==> src/rtl/multicycle_control.sv <==
// Multi-cycle control FSM for the RV32I core: opcode classification,
// datapath sequencing, memory handshake and retired-instruction count.
module multicycle_control #(
  parameter int CNT_W = 32
) (
  input  logic             clk,
  input  logic             reset,
  input  logic [31:0]      instr,
  input  logic             mem_ready,
  input  logic             branch_taken,
  output logic [2:0]       instr_type,
  output logic [2:0]       state,
  output logic             ir_write,
  output logic             pc_write,
  output logic [1:0]       pc_src,
  output logic             mem_req,
  output logic             mem_we,
  output logic             mem_addr_src,
  output logic             alu_src_a,
  output logic             alu_src_b,
  output logic             reg_write,
  output logic [1:0]       wb_sel,
  output logic             illegal,
  output logic [CNT_W-1:0] retired_count
);

  typedef enum logic [2:0] {
    S_FETCH  = 3'd0,
    S_DECODE = 3'd1,
    S_EXEC   = 3'd2,
    S_MEM    = 3'd3,
    S_WB     = 3'd4,
    S_TRAP   = 3'd5
  } state_t;

  typedef enum logic [3:0] {
    C_OP, C_OPIMM, C_LOAD, C_JALR, C_STORE,
    C_BRANCH, C_LUI, C_AUIPC, C_JAL, C_NONE
  } cls_t;

  localparam logic [6:0] OPC_OP     = 7'b0110011;
  localparam logic [6:0] OPC_OPIMM  = 7'b0010011;
  localparam logic [6:0] OPC_LOAD   = 7'b0000011;
  localparam logic [6:0] OPC_JALR   = 7'b1100111;
  localparam logic [6:0] OPC_STORE  = 7'b0100011;
  localparam logic [6:0] OPC_BRANCH = 7'b1100011;
  localparam logic [6:0] OPC_LUI    = 7'b0110111;
  localparam logic [6:0] OPC_AUIPC  = 7'b0010111;
  localparam logic [6:0] OPC_JAL    = 7'b1101111;

  state_t     cur, nxt;
  cls_t       cls, dec_cls;
  logic [2:0] dec_type;
  logic [6:0] opc;
  logic       retire;
  logic       unused_bits;

  assign opc         = instr[6:0];
  assign unused_bits = ^instr[31:7];
  assign state       = cur;

  // Opcode decode only feeds registers and the DECODE next-state choice
  always_comb begin
    dec_cls  = C_NONE;
    dec_type = 3'd0;
    unique case (1'b1)
      (opc == OPC_OP):     begin dec_cls = C_OP;     dec_type = 3'd0; end
      (opc == OPC_OPIMM):  begin dec_cls = C_OPIMM;  dec_type = 3'd1; end
      (opc == OPC_LOAD):   begin dec_cls = C_LOAD;   dec_type = 3'd1; end
      (opc == OPC_JALR):   begin dec_cls = C_JALR;   dec_type = 3'd1; end
      (opc == OPC_STORE):  begin dec_cls = C_STORE;  dec_type = 3'd2; end
      (opc == OPC_BRANCH): begin dec_cls = C_BRANCH; dec_type = 3'd3; end
      (opc == OPC_LUI):    begin dec_cls = C_LUI;    dec_type = 3'd4; end
      (opc == OPC_AUIPC):  begin dec_cls = C_AUIPC;  dec_type = 3'd4; end
      (opc == OPC_JAL):    begin dec_cls = C_JAL;    dec_type = 3'd5; end
      default: ;
    endcase
  end

  always_ff @(posedge clk or posedge reset) begin
    if (reset) begin
      cur           <= S_FETCH;
      cls           <= C_OP;
      instr_type    <= 3'd0;
      illegal       <= 1'b0;
      retired_count <= '0;
    end else begin
      cur <= nxt;
      if (cur == S_DECODE) begin
        cls        <= dec_cls;
        instr_type <= dec_type;
        if (dec_cls == C_NONE) illegal <= 1'b1;
      end
      if (retire) retired_count <= retired_count + 1'b1;
    end
  end

  always_comb begin
    nxt          = cur;
    ir_write     = 1'b0;
    pc_write     = 1'b0;
    pc_src       = 2'd0;
    mem_req      = 1'b0;
    mem_we       = 1'b0;
    mem_addr_src = 1'b0;
    alu_src_a    = 1'b0;
    alu_src_b    = 1'b0;
    reg_write    = 1'b0;
    wb_sel       = 2'd0;
    retire       = 1'b0;
    unique case (cur)
      S_FETCH: begin
        mem_req = 1'b1;
        if (mem_ready) begin
          ir_write = 1'b1;
          nxt      = S_DECODE;
        end
      end
      S_DECODE: nxt = (dec_cls == C_NONE) ? S_TRAP : S_EXEC;
      S_EXEC: begin
        alu_src_a = (cls == C_AUIPC);
        alu_src_b = !(cls == C_OP || cls == C_BRANCH);
        unique case (cls)
          C_LOAD, C_STORE: nxt = S_MEM;
          C_BRANCH: begin
            pc_write = 1'b1;
            pc_src   = branch_taken ? 2'd1 : 2'd0;
            retire   = 1'b1;
            nxt      = S_FETCH;
          end
          default: nxt = S_WB;
        endcase
      end
      S_MEM: begin
        mem_req      = 1'b1;
        mem_addr_src = 1'b1;
        mem_we       = (cls == C_STORE);
        if (mem_ready) begin
          if (cls == C_STORE) begin
            pc_write = 1'b1;
            retire   = 1'b1;
            nxt      = S_FETCH;
          end else begin
            nxt = S_WB;
          end
        end
      end
      S_WB: begin
        reg_write = 1'b1;
        pc_write  = 1'b1;
        retire    = 1'b1;
        nxt       = S_FETCH;
        unique case (cls)
          C_LOAD:        wb_sel = 2'd1;
          C_JAL, C_JALR: wb_sel = 2'd2;
          C_LUI:         wb_sel = 2'd3;
          default:       wb_sel = 2'd0;
        endcase
        unique case (cls)
          C_JAL:   pc_src = 2'd1;
          C_JALR:  pc_src = 2'd2;
          default: pc_src = 2'd0;
        endcase
      end
      S_TRAP: nxt = S_TRAP;
      default: nxt = S_FETCH;
    endcase
    // Reset aborts the instruction: no strobe, no retire
    if (reset) begin
      ir_write  = 1'b0;
      pc_write  = 1'b0;
      mem_req   = 1'b0;
      mem_we    = 1'b0;
      reg_write = 1'b0;
      retire    = 1'b0;
    end
  end

endmodule

==> config.mk <==
export PLATFORM = sky130hd
export DESIGN_NAME = multicycle_control
export DESIGN_NICKNAME = d
export VERILOG_FILES = /design/src/rtl/multicycle_control.sv
export SDC_FILE = /design/constraint.sdc
export NUM_CORES = 1
export LEC_CHECK = 0
export ABC_AREA = 1
export CAP_MARGIN = 0
export CORE_MARGIN = 2
export CORE_UTILIZATION = 35
export CTS_CLUSTER_DIAMETER = 120
export DETAILED_ROUTE_END_ITERATION = 7
export GPL_TIMING_DRIVEN = 1
export SETUP_SLACK_MARGIN = 0.05
export SYNTH_ARGS = -nofsm -noshare
export SYNTH_HDL_FRONTEND = slang
export SYNTH_SLANG_ARGS = --single-unit
==> constraint.sdc <==
create_clock -name clk -period 5.2 [get_ports clk]
set_clock_uncertainty 0.05 [all_clocks]
set_input_delay 1.04 -clock clk [delete_from_list [all_inputs] [get_ports clk]]
set_output_delay 1.04 -clock clk [all_outputs]
set_load 0.005 [all_outputs]
## Word-level counts from Yosys, hierarchy flattened

Cells that the tools add are included.

- Add/sub/neg operators: 1
- Equality and inequality tests: 24
- Mux-type cells: 31
- Reductions and logical operators: 11

Operators by type and width:

| kind | number |
|---|---|
| 4-bit one-hot mux with 9 select lines | 1 |
| 32-bit by 1-bit adder with 32-bit output (second input constant) | 1 |
| 3-bit one-hot mux with 5 select lines | 2 |
| 7-bit by 6-bit == test with 1-bit output (second input constant) | 3 |
| 7-bit == test (second input constant) | 3 |
| 1-bit 2-to-1 mux | 18 |
| 4-bit by 3-bit == test with 1-bit output (second input constant) | 4 |
| 7-bit by 5-bit == test with 1-bit output (second input constant) | 2 |
| 3-bit 2-to-1 mux | 4 |
| 4-bit by 2-bit == test with 1-bit output (second input constant) | 2 |
| 4-bit == test (second input constant) | 2 |
| 2-bit one-hot mux with 2 select lines | 2 |
| 2-bit OR reduction | 4 |
| 7-bit by 2-bit == test with 1-bit output (second input constant) | 1 |
| 3-bit by 2-bit == test with 1-bit output (second input constant) | 2 |
| 3-bit == test (second input constant) | 2 |
| 2-bit one-hot mux with 3 select lines | 1 |
| 3-bit one-hot mux with 2 select lines | 1 |
| 4-bit logical NOT | 1 |
| 2-bit != test (second input constant) | 2 |
| 2-bit AND reduction | 2 |
| 3-bit by 1-bit == test with 1-bit output (second input constant) | 1 |
| 3-bit logical NOT | 1 |
| 1-bit one-hot mux with 3 select lines | 1 |
| 4 further kinds | 4 |

- Register bits: 43
- Input bits: 36
- Output and inout bits: 51
- Logic and storage cells: 72

## Logic depth before layout (Yosys ltp)

Gate-level depths: netlist (run 1).

- Word-level depth: 5
- Mapped depth: 10
- Mapped depth without buffers: 10

## Least setup slack after synthesis (run 1)

Ideal clock, no wire load.

- Path type: input to output
- Start point: input port reset
- End point: output port pc_write
- Arrival time: 2445 ps
- Data required time: 4110 ps
- Path slack: 1665 ps
- Stages: 4
- Path buffers: 1
- Path through: inv_1 -> nand2_2 -> inv_4 -> buf_4

- Word-level cells in the longest chain between the ends: 1

Ends and longest elaborated chain:

| element | RTL line | RTL |
|---|---|---|
| from (decl) | 7 | `input logic reset,` |
| 1-bit 2-to-1 mux | 169 | `if (reset) begin` |
| to (decl) | 14 | `output logic pc_write,` |

No other way between the ends.

## Final worst setup path (run 1)

- Start point: input port mem_ready
- End point: output port pc_write

- Word-level cells in the longest chain between the ends: 3

Ends and longest elaborated chain:

| element | RTL line | RTL |
|---|---|---|
| from (decl) | 9 | `input logic mem_ready,` |
| 1-bit 2-to-1 mux | 138 | `if (mem_ready) begin` |
| 1-bit one-hot mux with 3 select lines | 111 | `unique case (cur)` |
| 1-bit 2-to-1 mux | 169 |  |

No other way between the ends.

==> summary.md, run 1 <==
| Metric | Value |
|---|---|
| Core Region | 8130 um^2 |
| Num rows | 33 |
| GR Overflow Total | 0 |
| PwrDens | 171 nW/um^2 |
| Worst hold start | instr_type[2]$_DFFE_PP0P_ |
| Count of different cell masters after synthesis | 29 |
| Post-CTS setup buffer count | 0 |
| Clk_lat worst skew | 300 ps |
| Share of layout cells above drive strength 1 | 5.25% |
| Largest net degree at the start of global routing | 44 |
| First-pass GRT wire length | 12400 um |
| Final WL | 7150 um |
| Clock Tree Root | clkbuf_8 |
| Tmin final | 3640 ps |
| Crit Path Class | input pin to output pin |
| Residual DRC count | 0 |
| Area Overhead vs Synth | 28.1% |
| Initial Util | 35.9% |
| H-tree depth | 2 |
| Worst setup SP type | input pin |
| Area contributors post-synth | dfrtp_1, nand2_1, nor2_1 |
| GRT Util Overall | 17.2% |
| Post-Synthesis Cells | 449 |
| Slew HR | roughly 64% |
| Data required, critical path | about 4100 ps |
| Post-synth ARST share | 100% |
| Final #Nets | 550 |
| Final setup viols | 0 |
| FMAX | 275 MHz |
| Max Slew Vio Count | 0 |
| Fin Setup TNS | 0 ps |
| Post-Place Cells | 611 |
| Sequential share of the synthesized area | 36.9% |
| Mapped Nets | 486 |
| Die Span X | between 90 and 100 um |
| Most common cell in the synthesized netlist | nand2_1 |
| Routed Antenna Nets | 0 |
| Most frequently used flop master after synthesis | dfrtp_1 |
| Post-cts sizing count | 0 |
| Endpoint class of the critical path | output pin |
| Final hold vios | 0 |
| Final period util | between 70% and 80% |
| Crit path launch | mem_ready |
| DRT Pass-1 Iters | 4 |
| Number of DRC markers in iteration 0 | 130 |
| Worst-margin pin slew | 537 ps |
| Total clock sinks | 43 |
| #FFs+latches synth | 43 |
| Via total after detailed routing | 2895 |
| Hpwl dp | ~5600 um |
| Fill cells | 861 |
| CTS tree | built |
| FF-to-FF Start | retired_count[0]$_DFFE_PP0P_ |
| GP Congestion | about 0.9 |
| Synth top cells by count | nand2_1, nor2_1, dfrtp_1, inv_1, nand3b_1 |
| Leak | 0.00169 uW |
| Yosys top cell area share | between 30 and 40% |
| MaxCap Viol Count | 0 |
| Die Span Y | 95.3 um |
| Synth warn | 0 |
| Status | completed |
| Peak VDD IR | 0.0931 mV |
| Via density | 4.68 |
| Critical path arrival | 2550 ps |
| Antenna violations before repair | 0 |
| Die ar. | 9090 um^2 |
| Cts bufs inserted | 5 |
| Port bufs | ~60 |
| Crit-path max FO | 27 |
| Io pins | 87 |
| Unrepaired setup endpoints after global routing | false |
| Mapped Area | 2920 um^2 |
| # diodes | 0 |
| HP Class | flop to flop |
| Avg Cell Area, Syn | roughly 6.5 um^2 |
| WL/cell | 11.5 um |
| Cell accounting for the most synthesized area | dfrtp_1 |
| Post-Layout Cell Count | 619 |
| Clock buffer depth | 2 |
| Vias in the first global route | 2680 |
| Reg clk slew, reported paths | about 80 ps |
| Hold Buf Count CTS | 0 |
| Post-synth EDFFs | 0 |
[through the flow]
stage / instance area (um^2) / utilization, % / hold WS, ps / worst slack [ps] / power, uW
CTS: 3740 / 46.0 / 449 / 1550 / 651
global route: 3740 / 46.0 / 486 / 1450 / 667
finish: 3740 / 46.0 / 442 / 1560 / 640
detailed placement: 3620 / 44.5 / 429 / 1550 / 381
global placement: 3620 / 44.5 / 425 / 1560 / 380
floorplan: 2920 / - / 408 / 1670 / 361
[state kept, by name, indices dropped and copies added, names as in the netlist]
register / flops
cls: 4
illegal: 1
instr_type: 3
retired_count: 32
state: 3
[cells in the final DEF (no fill, tap or decap), types with 9 or more instances in the layout]
cell type,n
dfrtp_1,43
nor2_1,63
nand3b_1,16
xor2_1,9
nor3_1,9
nand2_1,222
clkdlybuf4s50_1,61
inv_1,22
o21ai_0,13
nand3_1,10
[metal layers]
layer	track usage, %	vias up	part of all wire [%]
met3	2.92	6	4.4
met1	24.3	1295	50
met5	0	-	0
li1	-	1527	-
met2	27.3	67	44
met4	4.23	0	0.92
[path summary, 6_finish.rpt]
| path | end | slack (ps) | cells after the start |
|---|---|---|---|
| setup / recovery | pc_write | 1560 | 6 |
| hold / removal | instr_type[2]$_DFFE_PP0P_ | 440 | 1 |
| setup reg to reg | retired_count[28]$_DFFE_PP0P_ | 3340 | 10 |
| hold reg to reg | instr_type[2]$_DFFE_PP0P_ | 440 | 1 |
| max in group asynchronous | retired_count[29]$_DFFE_PP0P_ | 3440 | 3 |
| min in group asynchronous | illegal$_DFFE_PP0P_ | 1290 | 3 |
[cell families after synthesis]
logic type / synth area share (%)
fa+ha+maj: 0.429
xor+xnor: 4.80
buf+inv: 5.70
flops: 36.9
simple gates: 47.7
compound gates: 4.54
[critical path, stage by stage]
cell	delay, ps
clkdlybuf4s50_1	500
nand3_2	90
nand3_2	70
nand2_2	80
inv_4	210
clkdlybuf4s50_1	550
[area by class of cell]
class | instances | area, um^2 | share of cell area, %
multi-input cells | 372 | 1680 | 44.8
repair buffers | 64 | 633 | 16.9
flip-flops and latches | 43 | 1080 | 28.8
well taps | 105 | 131 | 3.51
inverters | 27 | 104 | 2.78
clock inverters | 2 | 35.0 | 0.937
clock buffers | 6 | 82.6 | 2.21
[power breakdown]
group	internal, uW	total (uW)	switching, uW	leakage, uW
clock	155	267	112	0.0000612
sequential	336	341	4.17	0.000540
combinational	15.4	32.6	17.2	0.00109
total	507	640	133	0.00169
No activity file was read; power rests on OpenSTA's default activity.
==> run 2: changes to the inputs <==
==> constraint.sdc (replaced) <==
create_clock -name clk -period 3.8 [get_ports clk]
set_clock_uncertainty 0.05 [all_clocks]
set_input_delay 0.76 -clock clk [delete_from_list [all_inputs] [get_ports clk]]
set_output_delay 0.76 -clock clk [all_outputs]
set_load 0.005 [all_outputs]
==> run 2 against run 1 <==
Net effect:
- wire length is 2.5% higher
- critical path type unchanged
- critical endpoint unchanged
- hold slack better by 2.5 ps
- largest power group unchanged
- clock-buffer cell count rose by 1
==> summary.md, run 2 (synthesized netlist as in run 1, its figures left out) <==
| Metric | Value |
|---|---|
| Buf/Inv on CP | 3 (unchanged) |
| Reg clk slew, reported paths | 70 ps (was 80 ps) |
| Crit-path cells | clkdlybuf4s50_1 > nand3_2 > nand3_2 > nand2_2 > inv_4 > clkdlybuf4s50_1 (unchanged) |
| Met2 Track Usage GR | 28.4% (was 27.3%) |
| Initial Util | 35.9% (unchanged) |
| Clock Tree Root | clkbuf_8 (unchanged) |
| Peak VDD IR | 0.113 mV (was 0.0931 mV) |
| Unrepaired setup endpoints after global routing | false (unchanged) |
| Residual DRC count | 0 (unchanged) |
| Post-cts sizing count | 0 (unchanged) |
| Via total after detailed routing | 2915 (was 2895) |
| Vias in the first global route | 2751 (was 2680) |
| GP Congestion | 0.897 (was 0.909) |
| Final period util | 76.7% |
| Delay-heaviest family, CP | buffers and inverters (unchanged) |
| Most frequent cells in the layout | nand2_1, nor2_1, clkdlybuf4s50_1 (unchanged) |
| Commonest non-fill, non-tap cell in the layout | nand2_1 (unchanged) |
| PwrDens | 213 nW/um^2 (was 171 nW/um^2) |
| Number of DRC markers in iteration 0 | 133 (was 130) |
| Num rows | 33 (unchanged) |
| Fin Setup TNS | 0 ps (unchanged) |
| WL/cell | 11.8 um (was 11.5 um) |
| GRT Util Overall | 17.7% (was 17.2%) |
| Top Registers | retired_count: 32 flops, cls: 4 flops (unchanged) |
| Worst-margin pin slew | 523 ps (was 537 ps) |
| Routed Antenna Nets | 0 (unchanged) |
| Die ar. | 9090 um^2 (unchanged) |
| Slew HR | 65.1% (was 64.2%) |
| Tmin final | 2920 ps |
| Largest register by flop count | retired_count (unchanged) |
| GRT Max-Usage Layer | met2 (unchanged) |
| Fill cells | 844 (was 861) |
| MaxCap Viol Count | 0 (unchanged) |
| HP Class | flop to flop (unchanged) |
| Hold Buf Count CTS | 0 (unchanged) |
| Share of layout cells above drive strength 1 | 5.05% (was 5.25%) |
| Die Span Y | 95.3 um (unchanged) |
| Final #Nets | 551 (was 550) |
| Cts bufs inserted | 5 (unchanged) |
| Critical Path Slowest Stage Cell | clkdlybuf4s50_1 (unchanged) |
| Clock buffer depth | 2 (unchanged) |
| H-tree depth | 2 (unchanged) |
| Post-Place Cells | 612 (was 611) |
| Post-CTS setup buffer count | 0 (unchanged) |
| Die Span X | 95.3 um (unchanged) |
| Total clock sinks | 43 (unchanged) |
| Crit-path max FO | 2 (was 27) |
| First-pass GRT wire length | 12700 um (was 12400 um) |
| Peak per-stage delay on the critical path | 530 ps (was 550 ps) |
| Final hold vios | 0 (unchanged) |
| Crit Path Class | input pin to output pin (unchanged) |
| CTS tree | built (unchanged) |
| GR Util met3 | 3.48% (was 2.92%) |
| Io pins | 87 (unchanged) |
| Critical path arrival | 2110 ps (was 2550 ps) |
| DRT Pass-1 Iters | 4 (unchanged) |
| Core Region | 8130 um^2 (unchanged) |
| Total power | 791 uW (was 640 uW) |
| Final setup viols | 0 (unchanged) |
| Data required, critical path | 2990 ps (was 4110 ps) |
| Max Slew Vio Count | 0 (unchanged) |
| Register area | 1080 um^2 (unchanged) |
| Worst setup SP type | input pin (unchanged) |
| Status | completed (unchanged) |
| Port bufs | 61 (unchanged) |
| Clk_lat worst skew | 290 ps (was 300 ps) |
| Post-Layout Cell Count | 620 (was 619) |
| Multi-input logic area | 1680 um^2 (unchanged) |
| Reg2reg setup slack | 1990 ps (was 3340 ps) |
| Endpoint class of the critical path | output pin (unchanged) |
| Largest net degree at the start of global routing | 44 (unchanged) |
| GR Overflow Total | 0 (unchanged) |
| # diodes | 0 (unchanged) |
| Final WL | 7330 um (was 7150 um) |
| FMAX | 343 MHz |
| Antenna violations before repair | 0 (unchanged) |
| Area Overhead vs Synth | 27.1% (was 28.1%) |
| Met1 Use GR | 24.7% (was 24.3%) |
| Via density | 4.70 (was 4.68) |
| Max FFs per register | 32 (unchanged) |
| Leak | 0.00168 uW (was 0.00169 uW) |
| Hpwl dp | 5780 um (was 5610 um) |
-- run 2: worst paths after layout --
| check | from | endpoint | depth (start not counted) |
|---|---|---|---|
| setup / recovery | mem_ready | pc_write | 6 |
| hold / removal | instr_type[0]$_DFFE_PP0P_ | instr_type[0]$_DFFE_PP0P_ | 2 |
| setup reg to reg | retired_count[0]$_DFFE_PP0P_ | retired_count[28]$_DFFE_PP0P_ | 10 |
| hold reg to reg | instr_type[0]$_DFFE_PP0P_ | instr_type[0]$_DFFE_PP0P_ | 2 |
| max in group asynchronous | reset | instr_type[1]$_DFFE_PP0P_ | 3 |
| min in group asynchronous | reset | state[1]$_DFFE_PP0P_ | 3 |
-- run 2: report_power, final --
| part | internal, uW | switching [uW] |
|---|---|---|
| combinational | 21.1 | 23.4 |
| clock | 129 | 151 |
| sequential | 460 | 5.65 |
-- run 2: final cells by class --
type | count | share of cell area [%]
Inverter | 27 | 2.80
Clock buffer | 7 | 2.06
Multi-Input combinational cell | 372 | 45.2
Timing Repair Buffer | 65 | 17.3
Sequential cell | 43 | 29.0
Tap cell | 105 | 3.54
Clock inverter | 1 | 0.135
-- run 2: stage by stage --
step                hold WS [ps]  utilization (%)  area (um^2)  setup WS (ps)
floorplan                    408                -         2920            825
detailed placement           432             44.6         3630            879
global route                 485             45.6         3710            844
CTS                          456             45.6         3710            878
finish                       445             45.6         3710            884
global placement             425             44.6         3630            933
-- run 2: layer usage --
layer	wire length [um]	up-vias
met5	0	-
met4	68	0
met3	289	6
met2	3330	48
met1	3640	1338
li1	-	1523
-- run 2: worst reg2reg max path, delay by kind of cell (launching register included) --
kind / cells / cell delay (ps)
DFF: 1 / 460
buffers and inverters: 2 / 160
and+or+nand+nor: 7 / 740
adders and majority gates: 1 / 300
